**src/rtl/flow_vga_pkg.sv**
```systemverilog
// Shared constants and types for the pixel-plot framebuffer path.
// The 160x120 framebuffer stores 15-bit {R5,G5,B5} colour at linear
// address y*160+x.
package flow_vga_pkg;

  localparam int FB_WIDTH  = 160;
  localparam int FB_HEIGHT = 120;
  localparam int FB_PIXELS = 19200;

  localparam int FB_ADDR_W = 15;
  localparam int COLOR_W   = 15;
  localparam int X_W       = 8;
  localparam int Y_W       = 7;

  // Sink state encoding
  localparam logic [0:0] RUN   = 1'b0;
  localparam logic [0:0] CLEAR = 1'b1;

  // Sized copies of the bounds so comparisons stay width-matched
  localparam logic [X_W-1:0]       FB_WIDTH_X  = 8'd160;
  localparam logic [Y_W-1:0]       FB_HEIGHT_Y = 7'd120;
  localparam logic [FB_ADDR_W-1:0] FB_PIXELS_A = 15'd19200;

  typedef struct packed {
    logic [FB_ADDR_W-1:0] addr;
    logic [COLOR_W-1:0]   color;
  } plot_entry_t;

  localparam int ENTRY_W = FB_ADDR_W + COLOR_W;

  // y*160 + x using shifts; maximum 19199 fits 15 bits without overflow
  function automatic logic [FB_ADDR_W-1:0] calc_addr(input logic [X_W-1:0] px,
                                                     input logic [Y_W-1:0] py);
    logic [FB_ADDR_W-1:0] yw;
    logic [FB_ADDR_W-1:0] xw;
    yw = {8'b0000_0000, py};
    xw = {7'b000_0000, px};
    return (yw << 3'd7) + (yw << 3'd5) + xw;
  endfunction

endpackage

```
**src/rtl/vga_plot_sink_plot_fifo.sv**
```systemverilog
// plot_fifo: synchronous FIFO holding queued plot entries.
// Head is presented combinationally; the consumer registers it.
// A push into a full FIFO succeeds when a pop happens in the same cycle.
module plot_fifo #(
  parameter int DEPTH = 8,
  parameter int WIDTH = 30
) (
  input  logic             clock,
  input  logic             reset,
  input  logic             push,
  input  logic             pop,
  input  logic [WIDTH-1:0] din,
  output logic [WIDTH-1:0] dout,
  output logic             full,
  output logic             empty
);

  localparam int AW = (DEPTH > 1) ? $clog2(DEPTH) : 1;
  localparam logic [AW:0] DEPTH_C = (AW+1)'(DEPTH);

  logic [WIDTH-1:0] mem_r [DEPTH];
  logic [AW-1:0]    wr_ptr_r;
  logic [AW-1:0]    rd_ptr_r;
  logic [AW:0]      count_r;
  logic             do_push_s;
  logic             do_pop_s;

  // Qualify requests against occupancy; pop frees a slot for a same-cycle push
  always_comb begin
    do_pop_s  = pop && (count_r != {(AW+1){1'b0}});
    do_push_s = push && ((count_r != DEPTH_C) || do_pop_s);
  end

  // Storage write; contents need no reset since count gates visibility
  always_ff @(posedge clock) begin
    if (do_push_s) begin
      mem_r[wr_ptr_r] <= din;
    end
  end

  // Pointer and occupancy bookkeeping
  always_ff @(posedge clock or posedge reset) begin
    if (reset) begin
      wr_ptr_r <= {AW{1'b0}};
      rd_ptr_r <= {AW{1'b0}};
      count_r  <= {(AW+1){1'b0}};
    end else begin
      if (do_push_s) begin
        wr_ptr_r <= wr_ptr_r + AW'(1);
      end
      if (do_pop_s) begin
        rd_ptr_r <= rd_ptr_r + AW'(1);
      end
      case ({do_push_s, do_pop_s})
        2'b10:   count_r <= count_r + (AW+1)'(1);
        2'b01:   count_r <= count_r - (AW+1)'(1);
        default: count_r <= count_r;
      endcase
    end
  end

  assign dout  = mem_r[rd_ptr_r];
  assign full  = (count_r == DEPTH_C);
  assign empty = (count_r == {(AW+1){1'b0}});

endmodule

```
**src/rtl/vga_plot_sink.sv**
```systemverilog
// vga_plot_sink: responder for the plot/x/y/color strobe. Queues in-range
// plots as {linear address, colour}, drains them to a framebuffer write
// port (fb_we/fb_grant handshake) and runs full-screen clear sweeps.
// Plots arriving during a sweep wait in the FIFO and land afterwards.
// Optional build macro FLOW_PLOT_SINK_STATS_EN enables the saturating
// drop_count; without it drop_count is tied to zero.
module vga_plot_sink
  import flow_vga_pkg::*;
#(
  parameter int                 DEPTH       = 8,
  parameter logic [COLOR_W-1:0] CLEAR_COLOR = 15'h0000
) (
  input  logic                 clock,
  input  logic                 reset,
  input  logic                 plot,
  input  logic [X_W-1:0]       x,
  input  logic [Y_W-1:0]       y,
  input  logic [COLOR_W-1:0]   color,
  input  logic                 clear_req,
  output logic                 fb_we,
  output logic [FB_ADDR_W-1:0] fb_addr,
  output logic [COLOR_W-1:0]   fb_data,
  input  logic                 fb_grant,
  output logic                 busy,
  output logic                 full,
  output logic                 overflow,
  output logic                 oob,
  output logic [7:0]           drop_count
);

  logic [0:0]           state_r;
  logic [FB_ADDR_W-1:0] sweep_r;      // next sweep address to load
  logic                 is_sweep_r;   // output register holds a sweep write
  logic                 fb_we_r;
  logic [FB_ADDR_W-1:0] fb_addr_r;
  logic [COLOR_W-1:0]   fb_data_r;
  logic                 overflow_r;
  logic                 oob_r;

  plot_entry_t          push_entry_s;
  plot_entry_t          head_s;
  logic                 fifo_full_s;
  logic                 fifo_empty_s;
  logic                 push_s;
  logic                 pop_s;
  logic                 in_range_s;
  logic                 transfer_s;
  logic                 load_free_s;
  logic                 sweep_done_s;
  logic                 run_mode_s;
  logic                 clear_load_s;
  logic                 drop_s;
  logic [FB_ADDR_W-1:0] sweep_addr_s;

  // Accept/drop decisions and output-register load selection
  always_comb begin
    in_range_s   = (x < FB_WIDTH_X) && (y < FB_HEIGHT_Y);
    transfer_s   = fb_we_r && fb_grant;
    load_free_s  = !fb_we_r || fb_grant;
    // Final sweep write leaving; a same-cycle clear_req restarts instead
    sweep_done_s = transfer_s && is_sweep_r && (state_r == CLEAR) &&
                   (sweep_r == FB_PIXELS_A) && !clear_req;
    // Once the sweep finishes the FIFO may refill the register that same edge
    run_mode_s   = (state_r == RUN) || sweep_done_s;
    pop_s        = run_mode_s && load_free_s && !fifo_empty_s;
    clear_load_s = !run_mode_s && load_free_s;
    if (clear_req) begin
      sweep_addr_s = {FB_ADDR_W{1'b0}};
    end else begin
      sweep_addr_s = sweep_r;
    end
    push_s             = plot && in_range_s && (!fifo_full_s || pop_s);
    drop_s             = plot && !push_s;
    push_entry_s.addr  = calc_addr(x, y);
    push_entry_s.color = color;
  end

  plot_fifo #(
    .DEPTH (DEPTH),
    .WIDTH (ENTRY_W)
  ) u_fifo (
    .clock (clock),
    .reset (reset),
    .push  (push_s),
    .pop   (pop_s),
    .din   (push_entry_s),
    .dout  (head_s),
    .full  (fifo_full_s),
    .empty (fifo_empty_s)
  );

  // RUN/CLEAR state and sweep address counter
  always_ff @(posedge clock or posedge reset) begin
    if (reset) begin
      state_r <= RUN;
      sweep_r <= {FB_ADDR_W{1'b0}};
    end else begin
      if (clear_req) begin
        state_r <= CLEAR;
      end else if (sweep_done_s) begin
        state_r <= RUN;
      end else begin
        state_r <= state_r;
      end
      if (clear_load_s) begin
        sweep_r <= sweep_addr_s + FB_ADDR_W'(1);
      end else if (clear_req) begin
        sweep_r <= {FB_ADDR_W{1'b0}};
      end else begin
        sweep_r <= sweep_r;
      end
    end
  end

  // Framebuffer write register: held while fb_we && !fb_grant
  always_ff @(posedge clock or posedge reset) begin
    if (reset) begin
      fb_we_r    <= 1'b0;
      fb_addr_r  <= {FB_ADDR_W{1'b0}};
      fb_data_r  <= {COLOR_W{1'b0}};
      is_sweep_r <= 1'b0;
    end else if (pop_s) begin
      fb_we_r    <= 1'b1;
      fb_addr_r  <= head_s.addr;
      fb_data_r  <= head_s.color;
      is_sweep_r <= 1'b0;
    end else if (clear_load_s) begin
      fb_we_r    <= 1'b1;
      fb_addr_r  <= sweep_addr_s;
      fb_data_r  <= CLEAR_COLOR;
      is_sweep_r <= 1'b1;
    end else if (transfer_s) begin
      fb_we_r    <= 1'b0;
      is_sweep_r <= 1'b0;
    end else begin
      fb_we_r    <= fb_we_r;
      is_sweep_r <= is_sweep_r;
    end
  end

  // Sticky drop flags, cleared only by reset
  always_ff @(posedge clock or posedge reset) begin
    if (reset) begin
      overflow_r <= 1'b0;
      oob_r      <= 1'b0;
    end else begin
      overflow_r <= overflow_r | (drop_s & in_range_s);
      oob_r      <= oob_r | (drop_s & !in_range_s);
    end
  end

`ifdef FLOW_PLOT_SINK_STATS_EN
  logic [7:0] drop_count_r;

  // Saturating count of every dropped plot
  always_ff @(posedge clock or posedge reset) begin
    if (reset) begin
      drop_count_r <= 8'h00;
    end else if (drop_s && (drop_count_r != 8'hFF)) begin
      drop_count_r <= drop_count_r + 8'd1;
    end else begin
      drop_count_r <= drop_count_r;
    end
  end

  assign drop_count = drop_count_r;
`else
  assign drop_count = 8'h00;
`endif

  assign fb_we    = fb_we_r;
  assign fb_addr  = fb_addr_r;
  assign fb_data  = fb_data_r;
  assign overflow = overflow_r;
  assign oob      = oob_r;
  assign full     = fifo_full_s;
  assign busy     = (state_r == CLEAR) || !fifo_empty_s || fb_we_r;

endmodule

```
**config.mk**
```make
export PLATFORM = sky130hd
export DESIGN_NAME = vga_plot_sink
export DESIGN_NICKNAME = d
export VERILOG_FILES = /design/src/rtl/flow_vga_pkg.sv /design/src/rtl/vga_plot_sink_plot_fifo.sv /design/src/rtl/vga_plot_sink.sv
export SDC_FILE = /design/constraint.sdc
export NUM_CORES = 1
export LEC_CHECK = 0
export ABC_AREA = 0
export BUFFER_PORTS_ARGS = -buffer_cell sky130_fd_sc_hd__buf_2
export CAP_MARGIN = 15
export CORE_UTILIZATION = 55
export CTS_BUF_LIST = sky130_fd_sc_hd__clkbuf_16
export CTS_CLUSTER_SIZE = 25
export DETAILED_ROUTE_END_ITERATION = 8
export GPL_TIMING_DRIVEN = 0
export HOLD_SLACK_MARGIN = 0.05
export PLACE_DENSITY = 0.87
export REMOVE_ABC_BUFFERS = 1
export SLEW_MARGIN = 25
export SYNTH_ARGS = -nofsm -noshare
export SYNTH_HDL_FRONTEND = slang
export SYNTH_HIERARCHICAL = 1
export SYNTH_SLANG_ARGS = --single-unit
export TNS_END_PERCENT = 50
```
**constraint.sdc**
```tcl
create_clock -name clock -period 4.46 [get_ports clock]
set_input_delay 0.892 -clock clock [delete_from_list [all_inputs] [get_ports clock]]
set_output_delay 0.892 -clock clock [all_outputs]
set_load 0.05 [all_outputs]
```
==> metrics.txt <==
# TYPE chip_impl_metric gauge
chip_impl_info{name="outcome",value="completed"} 1
chip_impl_metric{name="crit_path_max_incr_delay",unit="ns"} 0.56
chip_impl_metric{name="die_height",unit="microns"} 154
chip_impl_metric{name="ys_seq_area_share",unit="%"} 68.4
chip_impl_info{name="critical_path_type",value="reg2reg"} 1
chip_impl_metric{name="antenna_found_initial",unit=""} 0
chip_impl_metric{name="clock_power_share",unit="%"} 33.8
chip_impl_info{name="most_frequent_cells_in_the_layout",value="sky130_fd_sc_hd__edfxtp_1 (240), sky130_fd_sc_hd__buf_2 (69), sky130_fd_sc_hd__dfrtp_1 (57)"} 1
chip_impl_metric{name="route.final.wire_length",unit="mm"} 27.5
chip_impl_metric{name="detailed_place.area",unit="sq um"} 13700
chip_impl_metric{name="worst_rel_slew_slack",unit="%"} 28.5
chip_impl_metric{name="rows",unit=""} 55
chip_impl_metric{name="grt_first_pass_wirelength",unit="mm"} 42.4
chip_impl_metric{name="crit_fanout",unit=""} 14
chip_impl_metric{name="synthesis.area",unit="sq um"} 12700
chip_impl_metric{name="ioPinCount",unit=""} 78
chip_impl_metric{name="total_congestion_overflow_after_global_routing",unit=""} 0
chip_impl_metric{name="period_share",unit="%"} 95.1
chip_impl_metric{name="finalNonFillerCells",unit=""} 1083
chip_impl_metric{name="drt-initial-drc-count",unit=""} 659
chip_impl_metric{name="antenna_cells",unit=""} 0
chip_impl_metric{name="final_area",unit="sq um"} 14600
chip_impl_metric{name="die_width",unit="microns"} 154
chip_impl_metric{name="postSynthAreaPerCell",unit="sq um"} 18.7
chip_impl_info{name="timing.hold.worst.class",value="in2async"} 1
chip_impl_metric{name="holdWs",unit="ns"} 0.253
chip_impl_info{name="unrepaired_setup_endpoints_after_global_routing",value="false"} 1
chip_impl_info{name="layout_commonest_cell",value="sky130_fd_sc_hd__edfxtp_1"} 1
chip_impl_metric{name="grt_max_degree",unit=""} 52
chip_impl_metric{name="fmax",unit="MHz"} 236
chip_impl_metric{name="drt_drc_violations_left",unit=""} 0
chip_impl_metric{name="place.port_buffers",unit=""} 69
chip_impl_metric{name="weighted_congestion_at_the_end_of_routability_driven_global_placement",unit=""} 0.833
chip_impl_metric{name="worstSkewPairLatency",unit="ns"} 0.57
chip_impl_info{name="setup.worst_path.start_class",value="register"} 1
chip_impl_metric{name="max-clock-path-buffers",unit=""} 3
chip_impl_metric{name="vias_per_cell",unit=""} 6.33
chip_impl_metric{name="report.final.setup_viol",unit=""} 0
chip_impl_metric{name="numPlacedInstances",unit=""} 1024
chip_impl_metric{name="die_area",unit="sq um"} 23800
chip_impl_metric{name="max_slew.worst_pin.slew",unit="ns"} 1.07
chip_impl_metric{name="number_of_global_route_vias_before_repair",unit=""} 7301
chip_impl_metric{name="synth-seq-cells",unit=""} 300
chip_impl_info{name="cp_slowest_cell",value="sky130_fd_sc_hd__or3_1"} 1
chip_impl_metric{name="groute.usage.overall",unit="%"} 24.1
chip_impl_metric{name="cts_num_sinks",unit=""} 300
chip_impl_metric{name="switching_power",unit="mW"} 1.79
chip_impl_metric{name="max-vdd-ir-drop",unit="mV"} 0.447
chip_impl_metric{name="powerDensity",unit="nW/um^2"} 466
chip_impl_metric{name="power_frac_comb",unit="%"} 15.3
chip_impl_metric{name="report.final.slew_viol_count",unit=""} 0
chip_impl_metric{name="fraction_of_registers_with_async_set_or_reset_after_synthesis",unit="%"} 20.0
chip_impl_metric{name="clock_skew",unit="ns"} 0.0120
chip_impl_metric{name="endpoints_failing_hold",unit=""} 0
chip_impl_metric{name="critPathRequiredTime",unit="ns"} 4.96
chip_impl_metric{name="worst_setup_hold_path_clk_slew",unit="ns"} 0.06
chip_impl_metric{name="power_switching_share",unit="%"} 26.3
chip_impl_metric{name="drtAntennaViolNets",unit=""} 0
chip_impl_metric{name="final.min_clock_period",unit="ns"} 4.24
chip_impl_metric{name="cp_data_arrival_time",unit="ns"} 4.74
chip_impl_metric{name="pwr-share-seq",unit="%"} 50.9
chip_impl_info{name="crit_path_end_kind",value="register"} 1
chip_impl_metric{name="drt_first_pass_iters",unit=""} 5
chip_impl_info{name="path_cells",value="or3_1 -> nor2_1 -> inv_1 -> nand3_1 -> o21ai_4 -> buf_16 -> buf_8 -> o2111a_1 -> or2_2 -> inv_1 -> ha_1 -> or2_2 -> nand3_1 -> mux2_2 -> nand3b_1"} 1
chip_impl_metric{name="number_of_cts_inserted_buffers",unit=""} 30
chip_impl_metric{name="synth_edf_count",unit=""} 240
chip_impl_metric{name="detailroute.via_count",unit=""} 6860
chip_impl_info{name="clock_tree_from_tritoncts",value="yes"} 1
chip_impl_metric{name="dpl.hpwl",unit="mm"} 17.3
chip_impl_info{name="dominantRegCellSynth",value="sky130_fd_sc_hd__edfxtp_1"} 1
chip_impl_metric{name="setup.reg_to_reg.worst_slack",unit="ns"} 0.22
chip_impl_metric{name="floorplan.initialDensity",unit="%"} 56.1
chip_impl_metric{name="drive_gt1_share",unit="%"} 28.1
chip_impl_metric{name="leakage_power",unit="nW"} 5.39
chip_impl_info{name="cts-root-buf",value="sky130_fd_sc_hd__clkbuf_16"} 1
chip_impl_metric{name="internal_power",unit="mW"} 5.02
chip_impl_metric{name="h-tree-depth",unit=""} 1
chip_impl_metric{name="synthCells",unit=""} 682
chip_impl_metric{name="yosys.cell_types.count",unit=""} 67
chip_impl_metric{name="core_area",unit="sq um"} 22700
chip_impl_metric{name="wl_per_cell",unit="microns"} 25.4
chip_impl_metric{name="max_cap_viol_count",unit=""} 0
chip_impl_metric{name="yosys_warnings",unit=""} 6
chip_impl_metric{name="nets",unit=""} 830
chip_impl_metric{name="synthToLayoutAreaGrowth",unit="%"} 14.6
routing by layer:
layer | GRT usage [%] | wire length [microns]
met4 | 10.5 | 1060
met3 | 4.09 | 1760
met5 | 0 | 0
met1 | 30.7 | 10600
met2 | 41.0 | 14100
worst paths after layout:
| path | startpoint | end | cells after the start |
|---|---|---|---|
| worst max register to register | u_fifo/count_r[0] | u_fifo/count_r[3] | 15 |
| worst max-delay path | u_fifo/count_r[0] | u_fifo/count_r[3] | 15 |
| max in group asynchronous | reset | fb_data[10] | 3 |
| worst min-delay path | reset | fb_data[4] | 2 |
| min in group clock | oob | oob | 1 |
| worst min register to register | oob | oob | 1 |
layout make-up:
| class | instances | area (sq um) |
|---|---|---|
| Tap cell | 285 | 357 |
| Inverter | 11 | 43.8 |
| Sequential cell | 300 | 8720 |
| Multi-Input combinational cell | 336 | 3790 |
| Clock inverter | 26 | 153 |
| Clock buffer | 30 | 751 |
| Fill cell | 1477 | 8110 |
| Timing Repair Buffer | 95 | 792 |
registers in the layout (all words and copies together), names as in the netlist:
name / cells
is_sweep_r: 1
overflow: 1
fb_we: 1
fb_addr: 15
u_fifo/wr_ptr_r: 3
oob: 1
u_fifo/mem_r: 240
sweep_r: 15
u_fifo/rd_ptr_r: 3
state_r: 1
fb_data: 15
u_fifo/count_r: 4
Yosys cell counts, types with 2 or more instances:
cell / instances / area share (%)
sky130_fd_sc_hd__edfxtp_1: 240 / 57
sky130_fd_sc_hd__dfrtp_1: 60 / 12
sky130_fd_sc_hd__mux4_1: 35 / 7.2
sky130_fd_sc_hd__mux2_2: 32 / 2.8
sky130_fd_sc_hd__mux4_2: 25 / 4.4
sky130_fd_sc_hd__nor2_1: 23 / 0.68
sky130_fd_sc_hd__ha_1: 18 / 1.8
sky130_fd_sc_hd__nand2_1: 18 / 0.53
sky130_fd_sc_hd__a221o_1: 16 / 1.3
sky130_fd_sc_hd__a22o_1: 15 / 1.0
sky130_fd_sc_hd__clkbuf_1: 14 / 0.41
sky130_fd_sc_hd__buf_6: 13 / 1.1
sky130_fd_sc_hd__nand2b_1: 13 / 0.64
sky130_fd_sc_hd__nand3_1: 13 / 0.51
sky130_fd_sc_hd__xnor2_1: 13 / 0.89
sky130_fd_sc_hd__buf_4: 11 / 0.65
sky130_fd_sc_hd__inv_1: 11 / 0.32
sky130_fd_sc_hd__and3_1: 8 / 0.39
sky130_fd_sc_hd__a21oi_1: 7 / 0.28
sky130_fd_sc_hd__nor2b_1: 7 / 0.34
sky130_fd_sc_hd__nor3_1: 7 / 0.28
sky130_fd_sc_hd__a211oi_1: 6 / 0.35
sky130_fd_sc_hd__a21o_1: 5 / 0.29
sky130_fd_sc_hd__xor2_1: 5 / 0.34
sky130_fd_sc_hd__mux2_1: 4 / 0.35
sky130_fd_sc_hd__nand4_1: 4 / 0.20
sky130_fd_sc_hd__or2_2: 4 / 0.20
sky130_fd_sc_hd__or3_1: 4 / 0.20
sky130_fd_sc_hd__a211o_1: 3 / 0.21
sky130_fd_sc_hd__fa_1: 3 / 0.47
sky130_fd_sc_hd__mux2i_1: 3 / 0.24
sky130_fd_sc_hd__nor3b_1: 3 / 0.18
sky130_fd_sc_hd__buf_2: 2 / 0.079
sky130_fd_sc_hd__nor4_1: 2 / 0.098
sky130_fd_sc_hd__o21ai_0: 2 / 0.079
sky130_fd_sc_hd__o21bai_1: 2 / 0.12
per-stage QoR:
stage / TNS, ns / setup WS [ns] / utilization, % / total power, mW
2_1_floorplan: -68.63 / -0.910 / - / 4.15
3_3_place_gp: -646.74 / -3.97 / 58.0 / 4.40
3_5_place_dp: -62.94 / -0.883 / 60.2 / 4.55
4_1_cts: 0 / 0.0777 / 64.2 / 6.83
5_1_grt: 0 / 0.0742 / 64.3 / 7.02
6_report: 0 / 0.220 / 64.3 / 6.81
repair_timing:
item	CTS	global route
resized for setup	1	1
endpoints found under the setup margin	118	14
hold buffers	0	0
pin swaps	2	1
setup buffers	2	1
power by group through the flow:
stage               clock network (mW)  registers (mW)  logic (mW)
floorplan                            0            3.52       0.631
global placement                     0            3.55       0.854
detailed placement                   0            3.51        1.03
CTS                               2.33            3.46        1.04
global route                      2.42            3.49        1.11
finish                            2.30            3.47        1.05
cells by family (layout without fill, tap and decap cells):
kind of cell	count (synthesis)	count (layout)	share of synthesized area (%)
simple gates	118	118	5.18
compound gates	71	71	5.09
xor+xnor	18	18	1.24
mux	100	100	15.2
other cells	1	8	0.0294
flops	300	300	68.4
fa+ha+maj	21	21	2.24
buf+inv	53	162	2.68
critical path, delay by kind of cell (launching register included):
kind                     cells  cell delay [ns]
adder cells (fa/ha/maj)      1             0.25
flip-flops                   1             0.40
buffers and inverters        4             0.63
multiplexers                 1             0.34
AO/OA/AOI/OAI                2             0.48
AND/OR/NAND/NOR              7             2.05
Note: power is estimated with default switching activity, not from simulation.
